$ cat src/rtl/_skid_buf_if.sv
// ---------------------------------------------------------------------------
// | Module   : _skid_buf_if                                                  |
// | Brief    : valid/ready handshake bundle for the two-entry skid buffer    |
// | Revision : 1.0 - initial release                                         |
// ---------------------------------------------------------------------------
`default_nettype none

`ifndef WORD_LENGTH
`define WORD_LENGTH 32
`endif

interface _skid_buf_if #(
  parameter int n = `WORD_LENGTH
) ();
  logic         flush;
  logic         in_valid;
  logic         in_ready;
  logic [n-1:0] in_data;
  logic         out_valid;
  logic         out_ready;
  logic [n-1:0] out_data;
  logic [1:0]   count;

  // master: the surrounding pipeline (producer + consumer); slave: the buffer
  modport master (
    output flush, in_valid, in_data, out_ready,
    input  in_ready, out_valid, out_data, count
  );

  modport slave (
    input  flush, in_valid, in_data, out_ready,
    output in_ready, out_valid, out_data, count
  );
endinterface

`default_nettype wire

$ cat src/rtl/_skid_buf.sv
// ---------------------------------------------------------------------------
// | Module   : _skid_buf                                                     |
// | Brief    : two-entry elastic pipeline register, registered valid/ready   |
// | Revision : 1.0 - initial release                                         |
// ---------------------------------------------------------------------------
`default_nettype none

`ifndef WORD_LENGTH
`define WORD_LENGTH 32
`endif

module _skid_buf #(
  parameter int n = `WORD_LENGTH
) (
  input  logic          clk,
  input  logic          rst_n,
  _skid_buf_if.slave    bus
);

  // State is simply the pair of valid bits {skid_v, main_v}
  localparam logic [1:0] EMPTY = 2'b00;
  localparam logic [1:0] ONE   = 2'b01;
  localparam logic [1:0] FULL  = 2'b11;

  logic         r_main_v;
  logic         r_skid_v;
  logic [n-1:0] r_main_d;
  logic [n-1:0] r_skid_d;

  logic [1:0]   w_state;
  logic         w_in_fire;
  logic         w_out_fire;

  assign w_state    = {r_skid_v, r_main_v};
  assign w_in_fire  = bus.in_valid & ~r_skid_v;
  assign w_out_fire = r_main_v & bus.out_ready;

  always_ff @(posedge clk or negedge rst_n) begin
    if (!rst_n) begin
      r_main_v <= 1'b0;
      r_skid_v <= 1'b0;
      r_main_d <= '0;
      r_skid_d <= '0;
    end else if (bus.flush) begin
      // Data registers are left alone; they are don't-care while invalid
      r_main_v <= 1'b0;
      r_skid_v <= 1'b0;
    end else begin
      case (w_state)
        EMPTY: begin
          if (w_in_fire) begin
            r_main_v <= 1'b1;
            r_main_d <= bus.in_data;
          end
        end
        ONE: begin
          if (w_in_fire && !w_out_fire) begin
            r_skid_v <= 1'b1;
            r_skid_d <= bus.in_data;
          end else if (w_in_fire && w_out_fire) begin
            r_main_d <= bus.in_data;
          end else if (w_out_fire) begin
            r_main_v <= 1'b0;
          end
        end
        FULL: begin
          if (w_out_fire) begin
            r_main_d <= r_skid_d;
            r_skid_v <= 1'b0;
          end
        end
        default: begin
          // Skid valid without main valid cannot occur; recover to EMPTY
          r_main_v <= 1'b0;
          r_skid_v <= 1'b0;
        end
      endcase
    end
  end

  assign bus.out_valid = r_main_v;
  assign bus.out_data  = r_main_d;
  assign bus.in_ready  = ~r_skid_v;
  assign bus.count     = {1'b0, r_main_v} + {1'b0, r_skid_v};

endmodule

`default_nettype wire

$ cat src/flat_wrapper.sv
// flat-port wrapper written by rule: the top's interface ports become plain ports
module _skid_buf_flat 
#(
  parameter int n = `WORD_LENGTH
)
  (clk, rst_n, bus_flush, bus_in_valid, bus_in_data, bus_out_ready, bus_in_ready, bus_out_valid, bus_out_data, bus_count);
  _skid_buf_if #(.n(n)) bus_i ();
  input  logic clk;
  input  logic rst_n;
  input wire logic [$bits(bus_i.flush)-1:0] bus_flush;
  input wire logic [$bits(bus_i.in_valid)-1:0] bus_in_valid;
  input wire logic [$bits(bus_i.in_data)-1:0] bus_in_data;
  input wire logic [$bits(bus_i.out_ready)-1:0] bus_out_ready;
  output wire logic [$bits(bus_i.in_ready)-1:0] bus_in_ready;
  output wire logic [$bits(bus_i.out_valid)-1:0] bus_out_valid;
  output wire logic [$bits(bus_i.out_data)-1:0] bus_out_data;
  output wire logic [$bits(bus_i.count)-1:0] bus_count;
  assign bus_i.flush = bus_flush;
  assign bus_i.in_valid = bus_in_valid;
  assign bus_i.in_data = bus_in_data;
  assign bus_i.out_ready = bus_out_ready;
  assign bus_in_ready = bus_i.in_ready;
  assign bus_out_valid = bus_i.out_valid;
  assign bus_out_data = bus_i.out_data;
  assign bus_count = bus_i.count;
  _skid_buf #(.n(n)) u_core (.clk(clk), .rst_n(rst_n), .bus(bus_i));
endmodule
$ cat config.mk
export PLATFORM = sky130hd
export DESIGN_NAME = _skid_buf_flat
export DESIGN_NICKNAME = d
export VERILOG_FILES = /design/src/rtl/_skid_buf_if.sv /design/src/rtl/_skid_buf.sv /design/src/flat_wrapper.sv
export SDC_FILE = /design/constraint.sdc
export NUM_CORES = 1
export LEC_CHECK = 0
export ABC_AREA = 1
export CORE_UTILIZATION = 50
export DETAILED_ROUTE_END_ITERATION = 6
export PLACE_DENSITY_LB_ADDON = 0.08
export SETUP_SLACK_MARGIN = 0.5
export SYNTH_ARGS = -nofsm -noshare
export SYNTH_HDL_FRONTEND = slang
export SYNTH_SLANG_ARGS = --single-unit
export TNS_END_PERCENT = 20
$ cat constraint.sdc
create_clock -name clk -period 1.8 [get_ports clk]
set_input_delay 0.54 -clock clk [delete_from_list [all_inputs] [get_ports clk]]
set_output_delay 0.54 -clock clk [all_outputs]
set_load 0.02 [all_outputs]
Word-level counts from Yosys, hierarchy flattened
Cells that the tools add are included.
- logic and storage cells: 46
- flip-flop bits (word level): 66
- output and inout bits: 36
- input port bits: 37
- reduce and logical (&&, ||, !) cells: 9
- mux-type cells: 14
- bitwise operators: 4
- equal/unequal tests: 14
- $add $sub $neg: 1
- operator list (cell ; number):
    2-to-1 mux 32 bit ; 4
    case mux 32 bit (3 select lines) ; 1
    inequality test 3 x 2 -> 1 bit (second input constant) ; 4
    2-to-1 mux 1 bit ; 7
    inequality test 2 x 1 -> 1 bit (second input constant) ; 3
    inequality test 2 bit (second input constant) ; 3
    inequality test 3 bit (second input constant) ; 2
    case mux 1 bit (3 select lines) ; 2
    AND reduction 3 bit ; 2
    AND reduction 6 bit ; 1
    AND reduction 5 bit ; 1
    nonzero test 3 bit ; 1
    adder 1 x 1 -> 2 bit ; 1
    bitwise AND 1 bit ; 2
    == test 2 x 1 -> 1 bit (second input constant) ; 1
    == test 2 bit (second input constant) ; 1
    logical AND 1 bit ; 2
    zero test 2 bit ; 1
    inverter 1 bit ; 2
    zero test 1 bit ; 1

Longest topological paths before layout
Gate-level depths: netlist of run 1.
- depth after elaboration: 7
- depth in mapped cells: 9
- gate-level depth less buffers: 8

Least setup slack after synthesis of run 1
OpenSTA, ideal clock, no wires.
- kind: register -> register
- start point: reg u_core.r_main_v, in the netlist u_core.bus.out_valid
- end point: reg u_core.r_main_d[10], in the netlist u_core.bus.out_data[10]
- setup slack: 152 ps
- library setup time: 119 ps
- required time: 1681 ps
- data arrival time: 1530 ps
- buffers on the path: 1
- period minus slack after synthesis: 1648 ps
- cell stages (with the launch flop): 7
- path through: dfrtp_1 ha_1 o21ai_2 nand3_1 buf_4 nand2_1 nand2_1
- longest elaborated chain between the ends: 5
- elaborated cells between the ends (all ways): 14
- classes of those cells: eq/ne (6); mux (1); bitwise (1); reduce/logical (6)
- RTL lines (item ; RTL line ; RTL):
    start, declared ; _skid_buf.sv:25 ; logic r_main_v;
    start signal, assigned ; _skid_buf.sv:40 ; r_main_v <= 1'b0;
    start signal, assigned ; _skid_buf.sv:46 ; r_main_v <= 1'b0;
    start signal, assigned ; _skid_buf.sv:52 ; r_main_v <= 1'b1;
    bitwise AND 1 bit ; _skid_buf.sv:36 ; assign w_out_fire = r_main_v & bus.out_ready;
    zero test 1 bit ; _skid_buf.sv:57 ; if (w_in_fire && !w_out_fire) begin
    logical AND 1 bit ; _skid_buf.sv:57 ;
    inequality test 2 bit (no line) ; - ;
    AND reduction 6 bit (no line) ; - ;
    end signal, assigned ; _skid_buf.sv:53 ; r_main_d <= bus.in_data;
    end signal, assigned ; _skid_buf.sv:61 ; r_main_d <= bus.in_data;
    end signal, assigned ; _skid_buf.sv:68 ; r_main_d <= r_skid_d;
    end, declared ; _skid_buf.sv:27 ; logic [n-1:0] r_main_d;
Parallel ways exist; a longest one is shown, timed or not.
A chain may end at the register's enable or synchronous reset.

Worst setup path after layout of run 1
- start point: reg u_core.r_skid_v
- end point: out bus_count[1]
- longest elaborated chain between the ends: 1
- RTL lines (item ; RTL line ; RTL):
    start, declared ; _skid_buf.sv:26 ; logic r_skid_v;
    start signal, assigned ; _skid_buf.sv:41 ; r_skid_v <= 1'b0;
    start signal, assigned ; _skid_buf.sv:47 ; r_skid_v <= 1'b0;
    start signal, assigned ; _skid_buf.sv:58 ; r_skid_v <= 1'b1;
    adder 1 x 1 -> 2 bit ; _skid_buf.sv:84 ; assign bus.count = {1'b0, r_main_v} + {1'b0, r_skid_v};
    end, declared ; flat_wrapper.sv:17 ; output wire logic [$bits(bus_i.count)-1:0] bus_count;
No other way between the ends.

==> flow_summary.toml, run 1 <==
[die]
die-width_um = 81.6
coreArea_um2 = 6030
start_util_pct = 52.6
die_area_um2 = 6670
rows = 28
ios = 73
die_y_um = 81.6

[clock_network]
cts-buffers-inserted = 9
path_clk_slew_ns = 0.07
clock_sinks = 66
cts_tree = "done"
hold_buffers = 0
clock_latency_ns = 0.34
clock-root-buffer = "clkbuf_8"
htree_num_levels = 3
cts.path.max_buffers = 2

[timing]
fin_ws_ns = 0.0587
fin_crit_sh_pct = 96.7
tightest_slew_ns = 0.349
setup_viol = 0
maxSlewViolCount = 0
fin_skew_ns = 0.00571
min_period_ns = 1.74
hold_violations = 0
fmax_mhz = 574
slew_headroom_pct = 76.7
rsz0062_at_grt = "yes"
fin_tns_setup_ns = 0

[routing]
wire_per_inst_um = 13.8
dr.first_iter.drc_count = 251
dr.pass1.iters = 5
drc = 0
dr_total_vias = 2906
ant_nets = 0
via_per_inst = 5.25
wirelength_um = 7620

[logic_synthesis]
synth.avg_cell_area_um2 = 8.30
synth_top_area_share_pct = 52.1
syn-num-nets = 423
ys_types = 18
yosysMostFrequentCell = "nand2_1"
synth_area_um2 = 3170
synth_cells = 382
yosys.area.top_type = "dfrtp_1"
ys_seq_area_share_pct = 52.1
synth_edf_count = 0
yosys-top-cells-area = "dfrtp_1, nand2_1, o21ai_0, nand4_1, inv_1"
ys_ff_latch = 66
yosys-top-cells-count = "nand2_1, dfrtp_1, o21ai_0, inv_1, nand4_1"
ys_warn_count = 0
yosys_most_used_dff = "dfrtp_1"
async_reset_ff_share_pct = 100

[place]
dp_hpwl_um = 4850
place_congestion = 0.805
post-place-ws_ns = -0.102
io_buffer_count = 72

[finish]
fillers = 475
antenna_cells = 0
layout-drive-gt1-share_pct = 20.1
multi_input_area_um2 = 1280
seq_area_um2 = 1650
final_net_count = 514
synthToLayoutAreaGrowth_pct = 42.8

[setup_path]
r2r_start = "u_core.r_skid_v"
cpPeakStageDelay_ns = 0.44
critPathBufInv = 2
cpMostUsedCell = "buf_6"
start_kind = "register"
crit_type = "reg -> out"
critPathArrivalTime_ns = 1.20
worstPathMaxFanout = 3
setup.worst_path.start = "u_core.r_skid_v"
cp_slowest_cell = "dfrtp_2"
rr_endpoint = "u_core.bus.out_data[3]"
worstSetupEndpointType = "output port"
crit_family = "flip-flops"
r2r_cells = 8
reg2reg_slack_ns = 0.15
worstPathRequired_ns = 1.26
crit_chain = "buf_6 > ha_4 > buf_6"

[global_routing]
met2_usage_pct = 41.2
overflow = 0
grt_start_max_net_pins = 69
met3_usage_pct = 5.44
grt_busiest_layer = "met2"
grt_pass1_wl_um = 12200
grt_usage_pct = 24.3
grt_use_met1_pct = 30.9
grt_pass1_vias = 2721
antenna_found_initial = 0

[job]
max_cap_viol_count = 0

[pwr]
power_density_nw_per_um2 = 1690
p_leak_nw = 2.28
irDropWorstVdd_mv = 0.878

[run_status]
status = "complete, no violations"

[min_path]
min_path_type = "in -> async"
routing by layer:
layer  vias up  share of wire, %
li1       1416                 -
met1      1385                43
met2        96                49
met3         9               5.7
met4         0               1.4
met5         -                 0
cells by family after synthesis:
logic type               synth area share [%]
AO/OA/AOI/OAI                            12.1
adder cells (fa/ha/maj)                  1.58
buffers and inverters                    10.3
flip-flops                               52.1
AND/OR/NAND/NOR                          23.9
placed cells by master (no fill, tap or decap), types with 2 or more instances in the layout:
master           netlist  final
o21ai_0               43     35
inv_2                  1      3
ha_4                   0      3
buf_12                 0      4
buf_4                  7     24
o21ai_1               13     21
nand2_1              138    138
o21ai_4                0      2
dfrtp_2                0      2
dlygate4sd2_1          0     16
buf_6                  6     24
nand3_1                5      3
nand4_1               32     32
clkdlybuf4s50_1        0     35
dfrtp_1               66     64
bufinv_16              0      4
clkbuf_8               0     10
o21ai_2               11      9
inv_1                 39     36
worst max path at each step:
stage / cells past startpoint / endpoint / slack [ns]
floorplan: 9 / u_core.r_skid_d[0] / 0.39
global placement: 7 / u_core.r_skid_d[28] / -0.03
detailed placement: 7 / u_core.r_skid_d[15] / -0.10
CTS: 3 / bus_count[1] / 0.06
global route: 3 / bus_count[1] / 0.03
finish: 3 / bus_count[1] / 0.06
stage by stage:
| step | hold WS, ns | cell area (um2) | cells | total power [W] | util [%] |
|---|---|---|---|---|---|
| 2_1_floorplan | 0.244 | 3270 | 382 | 0.00452 | - |
| 3_3_place_gp | 0.453 | 4140 | 527 | 0.00574 | 68.6 |
| 3_5_place_dp | 0.462 | 4140 | 527 | 0.00586 | 68.6 |
| 4_1_cts | 0.221 | 4480 | 551 | 0.00765 | 74.4 |
| 5_1_grt | 0.234 | 4530 | 553 | 0.00814 | 75.2 |
| 6_report | 0.206 | 4530 | 553 | 0.00766 | 75.2 |
where the power goes:
part	leakage, nW	internal, W	switching, W
clock	0.133	0.00110	0.000597
sequential	0.820	0.00222	0.000452
combinational	1.33	0.00151	0.00178
repair_timing:
item,in CTS,in global routing
buffers inserted,8,1
pin swaps,0,2
gates resized for setup,138,3
endpoints found under the setup margin,102,102
cloned,0,1
flip-flops by register name (all words and copies together), names as in the netlist:
register and flops:
u_core.bus.out_data 32, u_core.r_skid_d 32, u_core.bus.out_valid 1, u_core.r_skid_v 1
final cells by class:
cell class                      count  share of cell area (%)
Clock buffer                       10                    3.04
Clock inverter                      6                    3.01
Inverter                           40                    3.37
Multi-Input combinational cell    250                    28.2
Sequential cell                    66                    36.5
Tap cell                           75                    2.07
Timing Repair Buffer              106                    23.8
worst register-to-register path: cells and delay by family, from the launching register on:
kind,cells,cell delay [ns]
AND/OR/NAND/NOR,3,0.25
adder cells (fa/ha/maj),1,0.17
flip-flops,1,0.44
buffers and inverters,3,0.47
AO/OA/AOI/OAI,1,0.22
(Power assumes the default switching activity.)
==> run 2: changes to the inputs <==
--- a/config.mk
+++ b/config.mk
@@ -13,4 +13,3 @@
 export SYNTH_ARGS = -nofsm -noshare
 export SYNTH_HDL_FRONTEND = slang
 export SYNTH_SLANG_ARGS = --single-unit
-export TNS_END_PERCENT = 20
==> flow_summary.toml, run 2 (synthesized netlist as in run 1, its figures left out) <==
[die]
ios = 73
start_util_pct = 52.6
rows = 28
die_area_um2 = 6670
die-width_um = 81.6
coreArea_um2 = 6030
die_y_um = 81.6

[setup_path]
cpMostUsedCell = "buf_6"
cp_slowest_cell = "dfrtp_2"
crit_family = "buffers and inverters"
cpPeakStageDelay_ns = 0.43
critPathBufInv = 6
critPathArrivalTime_ns = 2.13
start_kind = "register"
worstPathRequired_ns = 2.09
crit_chain = "buf_6 > buf_6 > ha_4 > o21ai_4 > buf_6 > buf_8 > buf_12 > clkbuf_16 > nand4_1 > nand2_1"
worstPathMaxFanout = 5
worstSetupEndpointType = "register"
crit_type = "reg -> reg"

[place]
dp.cells = 525
io_buffer_count = 72
post-place-ws_ns = -0.0820
place_congestion = 0.852
dp_hpwl_um = 4880

[global_routing]
overflow = 0
grt_start_max_net_pins = 36
grt_usage_pct = 31.3
grt_pass1_vias = 3211
grt_pass1_wl_um = 15200
antenna_found_initial = 0

[clock_network]
cts-buffers-inserted = 9
cts_tree = "done"
htree_num_levels = 3
cts.path.max_buffers = 2
clock_sinks = 66
clock-root-buffer = "clkbuf_8"
clock_latency_ns = 0.35
path_clk_slew_ns = 0.08

[finish]
seq_area_um2 = 1650
mostFrequentLayoutCell = "nand2_1"
layout-drive-gt1-share_pct = 37.4
final_cell_mix = "nand2_1, dfrtp_1, buf_6, buf_4, inv_1"
fillers = 271
stdcell_count = 602
synthToLayoutAreaGrowth_pct = 68.3
antenna_cells = 0
final_net_count = 563
multi_input_area_um2 = 1430

[run_status]
status = "finished, violations left"
violations = "setup timing"

[routing]
wire_per_inst_um = 19.1
highest_layer = "met4"
via_per_inst = 5.89
dr_total_vias = 3544
wl_met2_um = 5710
wl_met1_um = 4270
ant_nets = 0
dr.first_iter.drc_count = 451
drc = 0
wirelength_um = 11500
dr.pass1.iters = 5
wl_met3_um = 1030

[pwr]
power_density_nw_per_um2 = 1780
combPwrFrac_pct = 56.9
p_seq_share_pct = 29.5
switchingPower_w = 0.00372
clkPwrFrac_pct = 13.6
p_leak_nw = 2.66
cell_internal_pwr_w = 0.00577
p_sw_share_pct = 39.2
irDropWorstVdd_mv = 1.41

[timing]
min_period_ns = 1.84
fmax_mhz = 543
fin_tns_setup_ns = -0.145
fin_crit_sh_pct = 102
setup_viol = 8
tightest_slew_ns = 0.476
fin_skew_ns = 0.00982
hold_violations = 0
slew_headroom_pct = 68.3
maxSlewViolCount = 0
rsz0062_at_grt = "yes"
fin_ws_ns = -0.0407

[min_path]
min_path_type = "in -> async"

[job]
max_cap_viol_count = 0
[run 2: cell count changes in the layout (fill, tap and decap cells not counted), moves of 8 or more]
cell / delta
buf_4: +16
o21ai_2: +8
buf_6: +31
dlygate4sd2_1: -16
nand2_2: +23
nand2_1: -29
buf_16: +8
[run 2: final cells by class]
cell class	instances	area share (%)
Sequential cell	66	31.0
Clock inverter	5	1.01
Multi-Input combinational cell	250	26.7
Inverter	40	2.91
Tap cell	75	1.76
Timing Repair Buffer	155	34.0
Clock buffer	11	2.65
[run 2: metrics by stage]
stage               utilization, %  hold slack, ns  total power, W  area, um2
global placement              68.2           0.453         0.00572       4110
detailed placement            68.2           0.458         0.00581       4110
floorplan                        -           0.244         0.00453       3290
CTS                           83.4           0.145         0.00849       5030
finish                        88.6           0.135         0.00949       5340
global route                  88.6           0.153         0.00993       5340
[run 2: power groups by stage]
stage / combinational, W / sequential, W / clock, W
finish: 0.00540 / 0.00280 / 0.00129
global route: 0.00570 / 0.00285 / 0.00137
CTS: 0.00455 / 0.00269 / 0.00126
detailed placement: 0.00317 / 0.00264 / 0
global placement: 0.00309 / 0.00262 / 0
floorplan: 0.00150 / 0.00303 / 0
[run 2: final timing paths]
check	from	endpoint	slack, ns	cells after the start
hold / removal	rst_n	u_core.r_skid_d[14]	0.13	1
min in group clk	u_core.r_skid_d[4]	u_core.r_skid_d[4]	0.49	2
setup / recovery	u_core.bus.out_valid	u_core.bus.out_data[0]	-0.04	10
max in group asynchronous	rst_n	u_core.r_skid_d[0]	1.13	2
setup reg to reg	u_core.bus.out_valid	u_core.bus.out_data[0]	-0.04	10
hold reg to reg	u_core.r_skid_d[4]	u_core.r_skid_d[4]	0.49	2
[run 2: timing repair]
item,CTS,global route
gates resized for setup,263,42
setup buffers,30,19
setup endpoints to repair,102,102
gates cloned,10,2
hold buffers,0,0
pin swaps,18,32
[run 2: layer usage]
metal,vias up,GRT usage [%]
li1,1531,-
met1,1694,38.0
met2,271,51.5
met3,48,7.89
met4,0,15.8
met5,-,0
==> run 3: changes to the inputs <==
--- a/config.mk
+++ b/config.mk
@@ -10,6 +10,7 @@
 export DETAILED_ROUTE_END_ITERATION = 6
 export PLACE_DENSITY_LB_ADDON = 0.08
 export SETUP_SLACK_MARGIN = 0.5
+export SKIP_LAST_GASP = 1
 export SYNTH_ARGS = -nofsm -noshare
 export SYNTH_HDL_FRONTEND = slang
 export SYNTH_SLANG_ARGS = --single-unit
==> flow_summary.toml, run 3 (synthesized netlist as in run 1, its figures left out) <==
[place]
dp_hpwl_um = 4880
dp.cells = 525
dpl-instance-area_um2 = 4110
io_buffer_count = 72
place_congestion = 0.852
post-place-ws_ns = -0.0820

[global_routing]
antenna_found_initial = 0
met2_usage_pct = 51.5
overflow = 0
grt_pass1_vias = 3211
grt_usage_pct = 31.3
grt_busiest_layer = "met2"
grt_start_max_net_pins = 36
grt_pass1_wl_um = 15200
met3_usage_pct = 7.89
grt_use_met1_pct = 38.0

[pwr]
p_leak_nw = 2.65
p_sw_share_pct = 39.1
clkPwrFrac_pct = 13.7
switchingPower_w = 0.00370
combPwrFrac_pct = 56.8
irDropWorstVdd_mv = 1.46
cell_internal_pwr_w = 0.00575
p_seq_share_pct = 29.4
power_density_nw_per_um2 = 1780

[finish]
stdcell_count = 602
multi_input_area_um2 = 1400
postLayoutCoreUtil_pct = 88.1
antenna_cells = 0
fillers = 288
mostFrequentLayoutCell = "nand2_1"
stdcell_area_um2 = 5310
final_net_count = 563
synthToLayoutAreaGrowth_pct = 67.4
layout-drive-gt1-share_pct = 36.4
final_cell_mix = "nand2_1, dfrtp_1, buf_6, buf_4, inv_1"
seq_area_um2 = 1650

[clock_network]
hold_buffers = 0
htree_num_levels = 3
cts_tree = "done"
cts-buffers-inserted = 9
clock-root-buffer = "clkbuf_8"
cts.path.max_buffers = 2
clock_sinks = 66
clock_latency_ns = 0.35
path_clk_slew_ns = 0.08

[die]
start_util_pct = 52.6
ios = 73
die-width_um = 81.6
die_area_um2 = 6670
die_y_um = 81.6
coreArea_um2 = 6030
rows = 28

[routing]
dr.first_iter.drc_count = 447
wirelength_um = 11500
dr.pass1.iters = 5
drc = 0
ant_nets = 0
wire_per_inst_um = 19.0
via_per_inst = 5.82
dr_total_vias = 3501

[timing]
slew_headroom_pct = 67.1
tightest_slew_ns = 0.494
hold_violations = 0
setup_viol = 8
fin_skew_ns = 0.00574
maxSlewViolCount = 0
fin_ws_ns = -0.0339
fin_crit_sh_pct = 102
min_period_ns = 1.83
rsz0062_at_grt = "yes"
fmax_mhz = 545

[setup_path]
worstPathMaxFanout = 6
crit_type = "reg -> reg"
start_kind = "register"
critPathArrivalTime_ns = 2.12
worstPathRequired_ns = 2.09
worstSetupEndpointType = "register"

[run_status]
violations = "setup timing"
status = "finished, violations left"

[min_path]
min_path_type = "in -> async"

[job]
max_cap_viol_count = 0
run 3: layout make-up:
type / count / share of cell area, %
well taps: 75 / 1.77
repair buffers: 155 / 34.1
flip-flops and latches: 66 / 31.1
clock buffers: 11 / 2.66
inverters: 40 / 2.92
clock inverters: 5 / 1.01
multi-input cells: 250 / 26.4
run 3: worst paths after layout:
check,from,cells past startpoint,end,slack [ns]
max,u_core.bus.out_valid,9,u_core.bus.out_data[7],-0.03
min reg2reg,u_core.r_skid_d[4],2,u_core.r_skid_d[4],0.49
min,rst_n,1,u_core.r_skid_d[16],0.14
min in group clk,u_core.r_skid_d[4],2,u_core.r_skid_d[4],0.49
max in group asynchronous,rst_n,2,u_core.r_skid_d[4],1.12
max reg2reg,u_core.bus.out_valid,9,u_core.bus.out_data[7],-0.03
run 3: power groups by stage:
stage	Clock [W]	Sequential [W]	Combinational, W
5_1_grt	0.00137	0.00283	0.00567
6_report	0.00130	0.00278	0.00537
3_3_place_gp	0	0.00262	0.00309
3_5_place_dp	0	0.00264	0.00317
4_1_cts	0.00126	0.00269	0.00455
2_1_floorplan	0	0.00303	0.00150
run 3: what timing repair did:
| item | 4_1_cts | 5_1_grt |
|---|---|---|
| buffers inserted | 30 | 19 |
| gates cloned | 10 | 2 |
| setup endpoints to repair | 102 | 102 |
| hold endpoints to repair | 0 | 0 |
| resized for setup | 263 | 34 |
| pin swaps | 18 | 27 |
run 3: metrics by stage:
stage                     hold slack [ns]  TNS (ns)  total power (W)
after detailed placement            0.458     -2.49          0.00581
after global placement              0.453    -0.487          0.00572
after CTS                           0.145         0          0.00849
after floorplan                     0.244         0          0.00453
final                               0.143    -0.150          0.00944
after global routing                0.146    -0.879          0.00987
run 3: routing by layer:
layer  vias up  wire, um
met5         -         0
met4         0       569
met3        60      1000
met2       258      5580
met1      1662      4300
li1       1521         -
run 3: worst max-delay path: stages (launching register included):
cell and delay, ns:
dfrtp_2 0.44, buf_6 0.12, ha_4 0.15, buf_6 0.12
o21ai_4 0.24, buf_6 0.17, buf_4 0.13, buf_12 0.11
nand4_1 0.14, nand2_1 0.14
